## src/rtl/mdio_generator.sv

```systemverilog
// Clause-22 MDIO station-management generator: divides CLK into MDC, serialises a
// 32-bit management frame onto MDIO and captures 16 read-data bits for read frames.
module mdio_generator #(
    parameter int unsigned HALF_PERIOD   = 2,
    parameter int unsigned PREAMBLE_BITS = 0
) (
    input  logic        CLK,
    input  logic        RESET,
    input  logic        MDIO_START,
    input  logic [31:0] T_DATA,
    input  logic        MDIO_IN,
    output logic        MDC,
    output logic        MDIO_OUT,
    output logic        MDIO_OE,
    output logic [15:0] RD_DATA,
    output logic        MDIO_DONE
);

    localparam int unsigned HW = (HALF_PERIOD > 1) ? $clog2(HALF_PERIOD) : 1;
    localparam int unsigned CW = $clog2(PREAMBLE_BITS + 33);

    localparam logic [HW-1:0] HALF_LAST  = HW'(HALF_PERIOD - 1);
    localparam logic [CW-1:0] PRE_LAST   = CW'(PREAMBLE_BITS);
    localparam logic [CW-1:0] HDR_BITS   = CW'(16);
    localparam logic [CW-1:0] FRAME_BITS = CW'(32);

    typedef enum logic [2:0] {
        StIdle,
        StWait,
        StPre,
        StXmit,
        StRd,
        StDone
    } state_e;

    state_e        state;
    logic [HW-1:0] half_cnt;
    logic [CW-1:0] bit_cnt;
    logic [31:0]   shadow;
    logic          is_read;
    logic [15:0]   rd_shift;
    logic          half_end;
    logic          fall_tick;
    logic          rise_tick;

    always_comb begin
        half_end  = (half_cnt == HALF_LAST);
        fall_tick = half_end & MDC;
        rise_tick = half_end & ~MDC;
    end

    // MDC runs continuously, independent of frame activity.
    always_ff @(posedge CLK) begin
        if (RESET) begin
            half_cnt <= '0;
            MDC      <= 1'b0;
        end else if (half_end) begin
            half_cnt <= '0;
            MDC      <= ~MDC;
        end else begin
            half_cnt <= half_cnt + HW'(1);
        end
    end

    always_ff @(posedge CLK) begin
        if (RESET) begin
            state     <= StIdle;
            bit_cnt   <= '0;
            shadow    <= '0;
            is_read   <= 1'b0;
            rd_shift  <= '0;
            MDIO_OUT  <= 1'b0;
            MDIO_OE   <= 1'b0;
            RD_DATA   <= '0;
            MDIO_DONE <= 1'b0;
        end else begin
            MDIO_DONE <= 1'b0;
            unique case (state)
                StIdle: begin
                    if (MDIO_START) begin
                        shadow  <= T_DATA;
                        is_read <= (T_DATA[29:28] == 2'b10);
                        bit_cnt <= '0;
                        state   <= StWait;
                    end
                end
                StWait: begin
                    if (fall_tick) begin
                        MDIO_OE <= 1'b1;
                        bit_cnt <= CW'(1);
                        if (PREAMBLE_BITS > 0) begin
                            MDIO_OUT <= 1'b1;
                            state    <= StPre;
                        end else begin
                            MDIO_OUT <= shadow[31];
                            shadow   <= {shadow[30:0], 1'b0};
                            state    <= StXmit;
                        end
                    end
                end
                StPre: begin
                    if (fall_tick) begin
                        if (bit_cnt == PRE_LAST) begin
                            MDIO_OUT <= shadow[31];
                            shadow   <= {shadow[30:0], 1'b0};
                            bit_cnt  <= CW'(1);
                            state    <= StXmit;
                        end else begin
                            bit_cnt <= bit_cnt + CW'(1);
                        end
                    end
                end
                StXmit: begin
                    if (fall_tick) begin
                        // Reads release the line after the 16-bit header.
                        if (bit_cnt == (is_read ? HDR_BITS : FRAME_BITS)) begin
                            MDIO_OE  <= 1'b0;
                            MDIO_OUT <= 1'b0;
                            bit_cnt  <= '0;
                            if (is_read) begin
                                state <= StRd;
                            end else begin
                                MDIO_DONE <= 1'b1;
                                state     <= StDone;
                            end
                        end else begin
                            MDIO_OUT <= shadow[31];
                            shadow   <= {shadow[30:0], 1'b0};
                            bit_cnt  <= bit_cnt + CW'(1);
                        end
                    end
                end
                StRd: begin
                    if (rise_tick && (bit_cnt != HDR_BITS)) begin
                        rd_shift <= {rd_shift[14:0], MDIO_IN};
                        bit_cnt  <= bit_cnt + CW'(1);
                    end else if (fall_tick && (bit_cnt == HDR_BITS)) begin
                        RD_DATA   <= rd_shift;
                        MDIO_DONE <= 1'b1;
                        state     <= StDone;
                    end
                end
                StDone: begin
                    state <= StIdle;
                end
                default: begin
                    state <= StIdle;
                end
            endcase
        end
    end

endmodule

```

## config.mk

```make
export PLATFORM = sky130hd
export DESIGN_NAME = mdio_generator
export DESIGN_NICKNAME = d
export VERILOG_FILES = /design/src/rtl/mdio_generator.sv
export SDC_FILE = /design/constraint.sdc
export NUM_CORES = 1
export LEC_CHECK = 0
export CAP_MARGIN = 20
export CORE_ASPECT_RATIO = 0.6
export CORE_MARGIN = 2
export CORE_UTILIZATION = 53
export DETAILED_ROUTE_END_ITERATION = 8
export GPL_TIMING_DRIVEN = 0
export PLACE_DENSITY = 0.86
export SLEW_MARGIN = 20
export SYNTH_ARGS = -nofsm -noshare
export SYNTH_HDL_FRONTEND = slang
export SYNTH_SLANG_ARGS = --single-unit
```

## constraint.sdc

```tcl
create_clock -name CLK -period 2.9 [get_ports CLK]
set_clock_uncertainty 0.15 [all_clocks]
set_input_delay 0.58 -clock CLK [delete_from_list [all_inputs] [get_ports CLK]]
set_output_delay 0.58 -clock CLK [all_outputs]
set_load 0.005 [all_outputs]
```

==> results of run 1 <==
-- sequential cells by signal (all words and copies together), names as in the netlist --
signal	cells
MDIO_DONE	1
bit_cnt	6
is_read	1
state	3
half_cnt	1
rd_shift	16
RD_DATA	16
MDC	1
shadow	32
MDIO_OE	1
MDIO_OUT	1
-- how the worst max path moves through the flow --
stage / startpoint / to / slack (ns) / cells after the start
after detailed placement: bit_cnt[0] / shadow[0] / 0.30 / 8
after CTS: bit_cnt[0] / shadow[0] / 0.24 / 8
final: bit_cnt[0] / shadow[12] / 0.21 / 7
after global placement: MDIO_START / is_read / 0.38 / 4
after global routing: bit_cnt[0] / shadow[8] / 0.05 / 8
after floorplan: bit_cnt[0] / shadow[12] / 0.71 / 7
-- power by group --
group          leakage [nW]  switching (mW)  internal (mW)
Sequential            0.644          0.0567           1.18
Combinational         0.864           0.386          0.298
Clock                 0.151           0.436          0.746
-- worst max-delay path, cell delays in order, from the launching register on --
cell and delay (ns):
dfxtp_1 0.36, inv_1 0.11, ha_1 0.18, nor4b_4 0.43
nand4_1 0.22, a311oi_4 0.65, buf_4 0.34, a211oi_2 0.09
-- area by class of cell --
| class | count | area, um2 | share of cell area [%] |
|---|---|---|---|
| buffer | 28 | 150 | 3.30 |
| clock inverter | 6 | 86.3 | 1.90 |
| inverter | 8 | 30.0 | 0.660 |
| multi-input combinational | 268 | 1830 | 40.1 |
| clock buffer | 9 | 225 | 4.95 |
| tap | 87 | 109 | 2.39 |
| sequential | 79 | 1580 | 34.8 |
| timing repair buffer | 54 | 541 | 11.9 |
-- cell families (layout without fill, tap and decap cells) --
group,count (synthesis),after routing,synth area share (%)
and+or+nand+nor,130,130,16.1
adders and majority gates,2,2,0.697
DFF,79,79,44.1
AOI/OAI and AO/OA,88,88,20.7
buffers and inverters,36,105,5.02
muxes,48,48,13.4
-- cell usage in the layout (no fill, tap or decap), drive strengths merged, types with 2 or more instances in the layout --
cell type      count
ha                 2
o21ai              7
nand2             43
nor2              59
nand3              6
clkbuf            28
a31oi              7
clkdlybuf4s50     54
mux2i             48
inv                8
clkinv             3
a211oi            34
dfxtp             79
a211o              2
a21oi             27
and3               3
or3b               4
nor3               4
buf                9
bufinv             2
nand2b             5
-- stage by stage --
stage	hold slack [ns]	cells
after floorplan	0.279	383
after global placement	0.293	524
after detailed placement	0.298	524
after CTS	0.306	539
after global routing	0.330	539
final	0.305	539
-- metal layers --
metal | up-vias | global-route usage, % | wire [um]
met5 | - | 0 | 0
met4 | 0 | 7.19 | 122
met3 | 18 | 9.27 | 559
met2 | 93 | 40.4 | 4060
met1 | 1491 | 32.4 | 4030
li1 | 1479 | - | -
==> summary.txt, run 1 <==
Clock network
  – TritonCTS Sinks: 79
  – Post-cts sizing count: 0
  – CTS tree: yes
  – Clock buffer depth: 2
  – Worst-skew pair later-pin latency: 0.34 ns
  – Setup Buffers After CTS: 0
  – H-Tree Depth: 3
  – Reg clk slew, reported paths: 0.06 ns
  – # hold bufs at CTS: 0
  – Root Buffer: clkbuf_16
  – Num CTS Buffers: 9

Global routing
  – First-pass GRT wire length: 14200 um
  – Initial antenna violation count: 0
  – GRT overflow: 0
  – Pin count of the biggest net entering global routing: 14
  – Vias in the first global route: 2977
  – Total track usage: 25.3%

Logic synthesis
  – Syn Std Cell Area: 0.00359 mm2
  – Seq/Total Area, Yosys: 44.1%
  – Dominant cells by area after synthesis: dfxtp_1 (44%), mux2i_1 (13%), a211oi_2 (10%)
  – #FFs+latches synth: 79
  – Ys flop type: dfxtp_1
  – Ys Warns: 0
  – Post-synth EDFFs: 0
  – Syn Inst Count: 383
  – Top-count cell post-synth: dfxtp_1
  – Cell taking the most area after synthesis: dfxtp_1
  – Synth async-reset ratio: 0%
  – Yosys top cell area share: 44.1%
  – Synthesized area per cell: 9.37 um2
  – Most frequent cells after synthesis: dfxtp_1 (79), nor2_1 (59), mux2i_1 (48)
  – Syn_nets: 421
  – Synth cell types: 40

Drt
  – Via count: 3081
  – Drt pass-1 iters: 5
  – Routed len/inst: 16.3 um
  – Routed wire length: 8770 um
  – Initial drt markers: 289
  – Vias per inst: 5.72
  – Post-route ant nets: 0
  – DRC: 0

STA
  – RSZ-0062 raised after global routing: no
  – Max_slew headroom: 48.3%
  – Period utilisation layout: 92.8%
  – Worst Tran Pin Value: 0.775 ns
  – Setup violations, final: 0
  – Max Clk Rate: 372 MHz
  – Final setup margin: 0.209 ns
  – Final Hold Fails: 0
  – Final min period: 2.69 ns
  – Final Max Slew Viols: 0
  – Setup TNS: 0 ns

Pwr
  – Worst ir drop on vdd: 0.000522 V
  – PwrDens: 682 mW/mm2
  – PnR Total Power: 3.10 mW
  – Lkg Pwr: 1.66 nW

Setup path
  – CP max FO: 10
  – Worst reg2reg path endpoint: shadow[12]
  – Crit Reg-Reg Startpoint: bit_cnt[0]
  – Critical path class: reg2reg
  – Reg2reg path depth: 7
  – Startpoint class of the critical path: register
  – Reg2reg setup slack: 0.21 ns
  – Worst setup EP type: register
  – Crit path required time: 2.94 ns
  – WP data arrival: 2.73 ns

Floorplanning
  – Die X: 110 um
  – Initial Util: 54.2%
  – Row count: 23
  – Die Ht: 67.7 um
  – Core box area: 0.00662 mm2
  – Die footprint: 0.00746 mm2
  – I/O Pins: 56

Finish
  – Net count, final: 486
  – Area grow syn2layout: 26.8%
  – Fraction of layout cells with a size suffix above 1: 13.3%
  – Final Core Density: 68.7%
  – Number of diodes: 0
  – Fill cell count: 496
  – Fin area: 0.00455 mm2

Hold path
  – Hold path start: RD_DATA[3]
  – Hold endpoint: RD_DATA[3]
  – Hold Path Class: reg2reg
  – WHS Path Cells: 2

Placement
  – Post-DP HPWL: 6120 um
  – DP Area: 0.00424 mm2
  – DP Worst Slack: 0.298 ns
  – Port Buf Inserts: 54
  – Placer Congestion: 0.973

Run
  – Max-cap viol count: 0

Status
  – Outcome: completed
No activity file was read; power rests on OpenSTA's default activity.
==> run 2, diff against run 1 <==
--- a/config.mk
+++ b/config.mk
@@ -12,6 +12,7 @@
 export DETAILED_ROUTE_END_ITERATION = 8
 export GPL_TIMING_DRIVEN = 0
 export PLACE_DENSITY = 0.86
+export SETUP_SLACK_MARGIN = 0.4
 export SLEW_MARGIN = 20
 export SYNTH_ARGS = -nofsm -noshare
 export SYNTH_HDL_FRONTEND = slang
==> run 2 against run 1 <==
  * Sequential power about the same
  * Flip-flop and latch count unchanged
  * Sequential share of layout area down 0.85 points
  * Via count up 6.4%
  * Critical endpoint is now state[0]
  * Combinational power up 4.1%
==> summary.txt, run 2 (synthesis gave the netlist of run 1 again) <==
Status
  – Outcome: completed

Global routing
  – GRT overflow: 0 (unchanged)
  – First-pass GRT wire length: 14400 um (+1.5%)
  – Total track usage: 25.7% (+0.42 points)
  – Pin count of the biggest net entering global routing: 14 (unchanged)
  – Initial antenna violation count: 0 (unchanged)
  – Vias in the first global route: 3007 (+1.0%)

Floorplanning
  – Die X: 110 um (unchanged)
  – I/O Pins: 56 (unchanged)
  – Core box area: 0.00662 mm2 (unchanged)
  – Initial Util: 54.2% (unchanged)
  – Die footprint: 0.00746 mm2 (unchanged)
  – Die Ht: 67.7 um (unchanged)
  – Row count: 23 (unchanged)

Setup path
  – WP data arrival: 2.62 ns (-0.11 ns)
  – Crit path required time: 2.96 ns (+0.02 ns)
  – Critical path depth in cells: 6 (-1)
  – CP max FO: 10 (unchanged)
  – Crit path cell chain: clkbuf_1, nor2_1, a21oi_1, o21ai_0, and3_1, o41ai_1
  – Cell family with most CP delay: compound AO/OA/AOI/OAI gates
  – Reg2reg path depth: 6 (-1)
  – Worst setup EP type: register
  – CP max stage delay: 0.40 ns (-0.25 ns)
  – Buf+Inv Stages, Crit Path: 1 (-1)
  – Slowest CP cell: clkbuf_1
  – Critical path class: reg2reg
  – Startpoint class of the critical path: register

Drt
  – Routed wire length: 9780 um (+11%)
  – Via count: 3277 (+6.4%)
  – Routed len/inst: 17.7 um (+9.1%)
  – Initial drt markers: 243 (-16%)
  – Drt pass-1 iters: 6 (+1)
  – DRC: 0 (unchanged)
  – Post-route ant nets: 0 (unchanged)
  – Vias per inst: 5.95 (+4.0%)

Finish
  – Fraction of layout cells with a size suffix above 1: 16.8% (+3.5 points)
  – Leading cell types in the layout, fill and taps excluded: dfxtp_1 (79), nor2_1 (58), clkdlybuf4s50_1 (54)
  – Max FFs per register: 32 (unchanged)
  – Net count, final: 498 (+2.5%)
  – Most common cell after layout, fill and taps aside: dfxtp_1
  – Top reg by flops: shadow
  – Number of diodes: 0 (unchanged)
  – Regs by FF count: shadow (32), RD_DATA (16), rd_shift (16)
  – Area grow syn2layout: 30.0%

STA
  – Period utilisation layout: 88.0% (-4.8 points)
  – Hold_ws: 0.309 ns (+0.00342 ns)
  – Max_slew headroom: 48.0% (-0.31 points)
  – Max Clk Rate: 392 MHz (+5.4%)
  – Worst Tran Pin Value: 0.780 ns (+0.00464 ns)
  – Final min period: 2.55 ns (-0.138 ns)
  – Setup TNS: 0 ns (unchanged)
  – Final Hold Fails: 0 (unchanged)
  – Final Max Slew Viols: 0 (unchanged)
  – RSZ-0062 raised after global routing: yes
  – Setup violations, final: 0 (unchanged)
  – Final setup margin: 0.347 ns (+0.138 ns)

Placement
  – DP Worst Slack: 0.298 ns (unchanged)
  – Post-DP HPWL: 6120 um (unchanged)
  – Placer Congestion: 0.973 (unchanged)
  – Port Buf Inserts: 54 (unchanged)

Hold path
  – WHS Path Cells: 2 (unchanged)
  – Hold Path Class: reg2reg

Clock network
  – Root Buffer: clkbuf_16
  – TritonCTS Sinks: 79 (unchanged)
  – Num CTS Buffers: 9 (unchanged)
  – # hold bufs at CTS: 0 (unchanged)
  – Worst-skew pair later-pin latency: 0.34 ns (about the same)
  – H-Tree Depth: 3 (unchanged)
  – CTS tree: yes
  – Clock buffer depth: 2 (unchanged)
  – Reg clk slew, reported paths: 0.06 ns (about the same)

Run
  – Max-cap viol count: 0 (unchanged)

Pwr
  – Lkg Pwr: 1.73 nW (+4.3%)
  – Worst ir drop on vdd: 0.000525 V (+0.54%)
  – PwrDens: 673 mW/mm2 (-1.3%)
  – PnR Total Power: 3.14 mW (+1.1%)
run 2: changes by cell type in the layout (fill, tap and decap cells not counted), sizes merged:
cell,change
buf,+14
clkbuf,-2
run 2: per-layer routing:
metal,share of wire (%),GRT usage (%),up-vias
met4,2.6,7.19,0
li1,-,-,1502
met2,46,41.6,163
met3,8.4,8.59,43
met1,43,33.1,1569
met5,0,0,-
run 2: per-stage QoR:
step / utilization [%] / cells / instance area (um2)
after floorplan: - / 383 / 3590
after global routing: 70.4 / 551 / 4660
after CTS: 69.1 / 542 / 4570
final: 70.4 / 551 / 4660
after detailed placement: 64.0 / 524 / 4240
after global placement: 64.0 / 524 / 4240
run 2: worst min-delay path, stage by stage (launching register included):
cell and delay, ns:
dfxtp_1 0.31, nand2_1 0.05, a21oi_1 0.06
run 2: where the power goes:
group,leakage (nW),switching [mW],internal [mW]
Sequential,0.644,0.0591,1.18
Clock,0.151,0.440,0.746
Combinational,0.936,0.403,0.310
Total,1.73,0.902,2.24
run 2: path summary, 6_finish.rpt:
path	from	endpoint	slack, ns
setup reg to reg	state[1]	state[0]	0.35
hold reg to reg	RD_DATA[3]	RD_DATA[3]	0.31
setup / recovery	state[1]	state[0]	0.35
hold / removal	RD_DATA[3]	RD_DATA[3]	0.31
run 2: timing repair:
item / in CTS / in global routing
pin swaps: 1 / 2
endpoints found under the setup margin: 42 / 43
endpoints found under the hold margin: 0 / 0
setup buffers: 3 / 9
resized for setup: 1 / 13
run 2: final cells by class:
type,count,area (um2)
Buffer,28,155
Sequential cell,79,1580
Multi-Input combinational cell,268,1840
Fill cell,464,1960
Inverter,8,30.0
Tap cell,87,109
Clock inverter,6,86.3
Timing Repair Buffer,66,634
Clock buffer,9,225
==> run 3, diff against run 2 <==
--- a/config.mk
+++ b/config.mk
@@ -6,9 +6,11 @@
 export NUM_CORES = 1
 export LEC_CHECK = 0
 export CAP_MARGIN = 20
+export CELL_PAD_IN_SITES_DETAIL_PLACEMENT = 2
+export CELL_PAD_IN_SITES_GLOBAL_PLACEMENT = 2
 export CORE_ASPECT_RATIO = 0.6
 export CORE_MARGIN = 2
-export CORE_UTILIZATION = 53
+export CORE_UTILIZATION = 33
 export DETAILED_ROUTE_END_ITERATION = 8
 export GPL_TIMING_DRIVEN = 0
 export PLACE_DENSITY = 0.86
==> run 3 against run 2 <==
  * Non-clock buffer count up 6
  * Clock power grew 8%
  * Register-to-register slack worse by 0.03 ns
  * Largest power group is now clock
==> summary.txt, run 3 (synthesis gave the netlist of run 1 again) <==
Status
  – Outcome: completed

Setup path
  – Critical path class: reg2reg
  – Cell family with most CP delay: buffers and inverters
  – CP max FO: 10 (unchanged)
  – Crit path cell chain: or3b_1, clkbuf_1, a211oi_1, buf_4, buf_4, mux2i_1, nor2_1
  – Worst reg2reg path endpoint: rd_shift[14]
  – Slowest CP cell: dfxtp_2
  – Cell mode on critical path: buf_4
  – Crit path required time: 2.96 ns (about the same)
  – WP data arrival: 2.65 ns (+0.03 ns)
  – Reg2reg setup slack: 0.32 ns (-0.03 ns)
  – Buf+Inv Stages, Crit Path: 3 (+2)
  – Worst setup EP type: register
  – Startpoint class of the critical path: register
  – Reg2reg path depth: 7 (+1)
  – Crit Reg-Reg Startpoint: state[2]
  – CP max stage delay: 0.46 ns (+0.06 ns)

Run
  – Max-cap viol count: 0 (unchanged)

Global routing
  – GRT overflow: 0 (unchanged)
  – First-pass GRT wire length: 18900 um (+31%)
  – Initial antenna violation count: 0 (unchanged)
  – Total track usage: 20.5% (-5.2 points)
  – Vias in the first global route: 3602 (+20%)
  – Pin count of the biggest net entering global routing: 16 (+2)

Floorplanning
  – Initial Util: 34.0% (-20 points)
  – Core box area: 0.0106 mm2 (+60%)
  – I/O Pins: 56 (unchanged)
  – Die X: 139 um (+26%)
  – Die Ht: 84.8 um (+25%)
  – Row count: 29 (+26%)
  – Die footprint: 0.0117 mm2 (+57%)

Drt
  – DRC: 0 (unchanged)
  – Initial drt markers: 138 (-43%)
  – Routed len/inst: 24.1 um (+36%)
  – Vias per inst: 5.44 (-8.5%)
  – Post-route ant nets: 0 (unchanged)
  – Routed wire length: 14700 um (+50%)
  – Drt pass-1 iters: 4 (-2)
  – Via count: 3321 (+1.3%)

STA
  – Max Clk Rate: 387 MHz (-1.2%)
  – Setup violations, final: 0 (unchanged)
  – Final Hold Fails: 0 (unchanged)
  – Period utilisation layout: 89.1% (+1.1 points)
  – RSZ-0062 raised after global routing: no
  – Worst Tran Pin Value: 0.863 ns (+0.0837 ns)
  – Hold_ws: 0.310 ns (+0.00160 ns)
  – Setup TNS: 0 ns (unchanged)
  – Max_slew headroom: 42.4% (-5.6 points)
  – Final Max Slew Viols: 0 (unchanged)
  – Final min period: 2.58 ns (+0.0316 ns)

Placement
  – Placer Congestion: 0.872 (-10%)
  – Port Buf Inserts: 54 (unchanged)
  – DP Area: 0.00430 mm2 (+1.5%)
  – Post-DP HPWL: 8200 um (+34%)

Hold path
  – Hold path start: RD_DATA[9]
  – Hold endpoint: RD_DATA[9]
  – WHS Path Cells: 2 (unchanged)
  – Hold Path Class: reg2reg

Pwr
  – Lkg Pwr: 1.82 nW (+4.9%)
  – Worst ir drop on vdd: 0.000469 V (-11%)
  – PwrDens: 689 mW/mm2 (+2.3%)

Clock network
  – Reg clk slew, reported paths: 0.07 ns (about the same)
  – Num CTS Buffers: 9 (unchanged)
  – CTS tree: yes
  – Clock buffer depth: 2 (unchanged)
  – # hold bufs at CTS: 0 (unchanged)
  – Worst-skew pair later-pin latency: 0.36 ns (+0.02 ns)
  – Root Buffer: clkbuf_16
  – H-Tree Depth: 3 (unchanged)
  – TritonCTS Sinks: 79 (unchanged)

Finish
  – Final Core Density: 46.5% (-24 points)
  – Most common cell after layout, fill and taps aside: dfxtp_1
  – Fin area: 0.00491 mm2 (+5.3%)
  – Net count, final: 504 (+1.2%)
  – Leading cell types in the layout, fill and taps excluded: dfxtp_1 (76), nor2_1 (58), clkdlybuf4s50_1 (54)
  – Regs by FF count: shadow (32), RD_DATA (16), rd_shift (16)
  – Fill cell count: 1092 (+140%)
  – Fraction of layout cells with a size suffix above 1: 20.4% (+3.6 points)
  – Top reg by flops: shadow
  – Max FFs per register: 32 (unchanged)
  – Number of diodes: 0 (unchanged)
  – Area grow syn2layout: 36.8%
run 3: cell count changes in the layout (fill, tap and decap cells not counted), moves of 2 or more:
cell | before | now
dfxtp_1 | 79 | 76
buf_8 | 0 | 3
inv_6 | 0 | 2
dfxtp_2 | 0 | 2
clkbuf_16 | 9 | 12
a211oi_2 | 28 | 30
a211oi_1 | 5 | 3
run 3: worst max path at each step:
stage / slack, ns / endpoint / depth (start not counted) / startpoint
2_1_floorplan: 0.71 / shadow[12] / 7 / bit_cnt[0]
3_5_place_dp: 0.18 / RD_DATA[6] / 8 / bit_cnt[0]
5_1_grt: 0.26 / rd_shift[14] / 7 / state[2]
4_1_cts: 0.41 / RD_DATA[6] / 8 / bit_cnt[0]
6_report: 0.32 / rd_shift[14] / 7 / state[2]
3_3_place_gp: 0.33 / shadow[13] / 7 / bit_cnt[0]
run 3: final cells by class:
class	instances	area, um2	area share, %
inverter	8	30.0	0.612
buffer	28	175	3.57
clock buffer	9	225	4.59
tap	139	174	3.54
clock inverter	7	103	2.09
sequential	79	1590	32.4
timing repair buffer	72	736	15.0
multi-input combinational	268	1880	38.2
run 3: worst min-delay path: cells and delay by family (launching register included):
kind | cells | cell delay (ns)
compound gates | 1 | 0.05
flops | 1 | 0.31
simple gates | 1 | 0.05
run 3: repair_timing:
| item | 4_1_cts | 5_1_grt |
|---|---|---|
| endpoints found under the setup margin | 42 | 60 |
| pin swaps | 1 | 7 |
| gates resized for setup | 2 | 32 |
| buffers inserted | 5 | 10 |
| gates cloned | 0 | 3 |
run 3: stage by stage:
stage	std cells	worst slack [ns]	power, mW
3_5_place_dp	576	0.183	1.96
4_1_cts	597	0.410	3.24
2_1_floorplan	383	0.710	1.76
6_report	610	0.316	3.38
5_1_grt	610	0.257	3.51
3_3_place_gp	576	0.325	1.91
run 3: routing by layer:
metal	global-route usage, %	share of wire, %	vias to the layer above
met3	5.59	5.4	37
met1	24.7	43	1655
met4	5.94	2.8	0
li1	-	-	1516
met5	0	0	-
met2	36.2	49	113
run 3: where the power goes:
| part | leakage, nW | total, mW | internal [mW] | switching [mW] |
|---|---|---|---|---|
| Sequential | 0.646 | 1.25 | 1.18 | 0.0722 |
| Clock | 0.162 | 1.29 | 0.767 | 0.524 |
| Combinational | 1.01 | 0.836 | 0.365 | 0.471 |
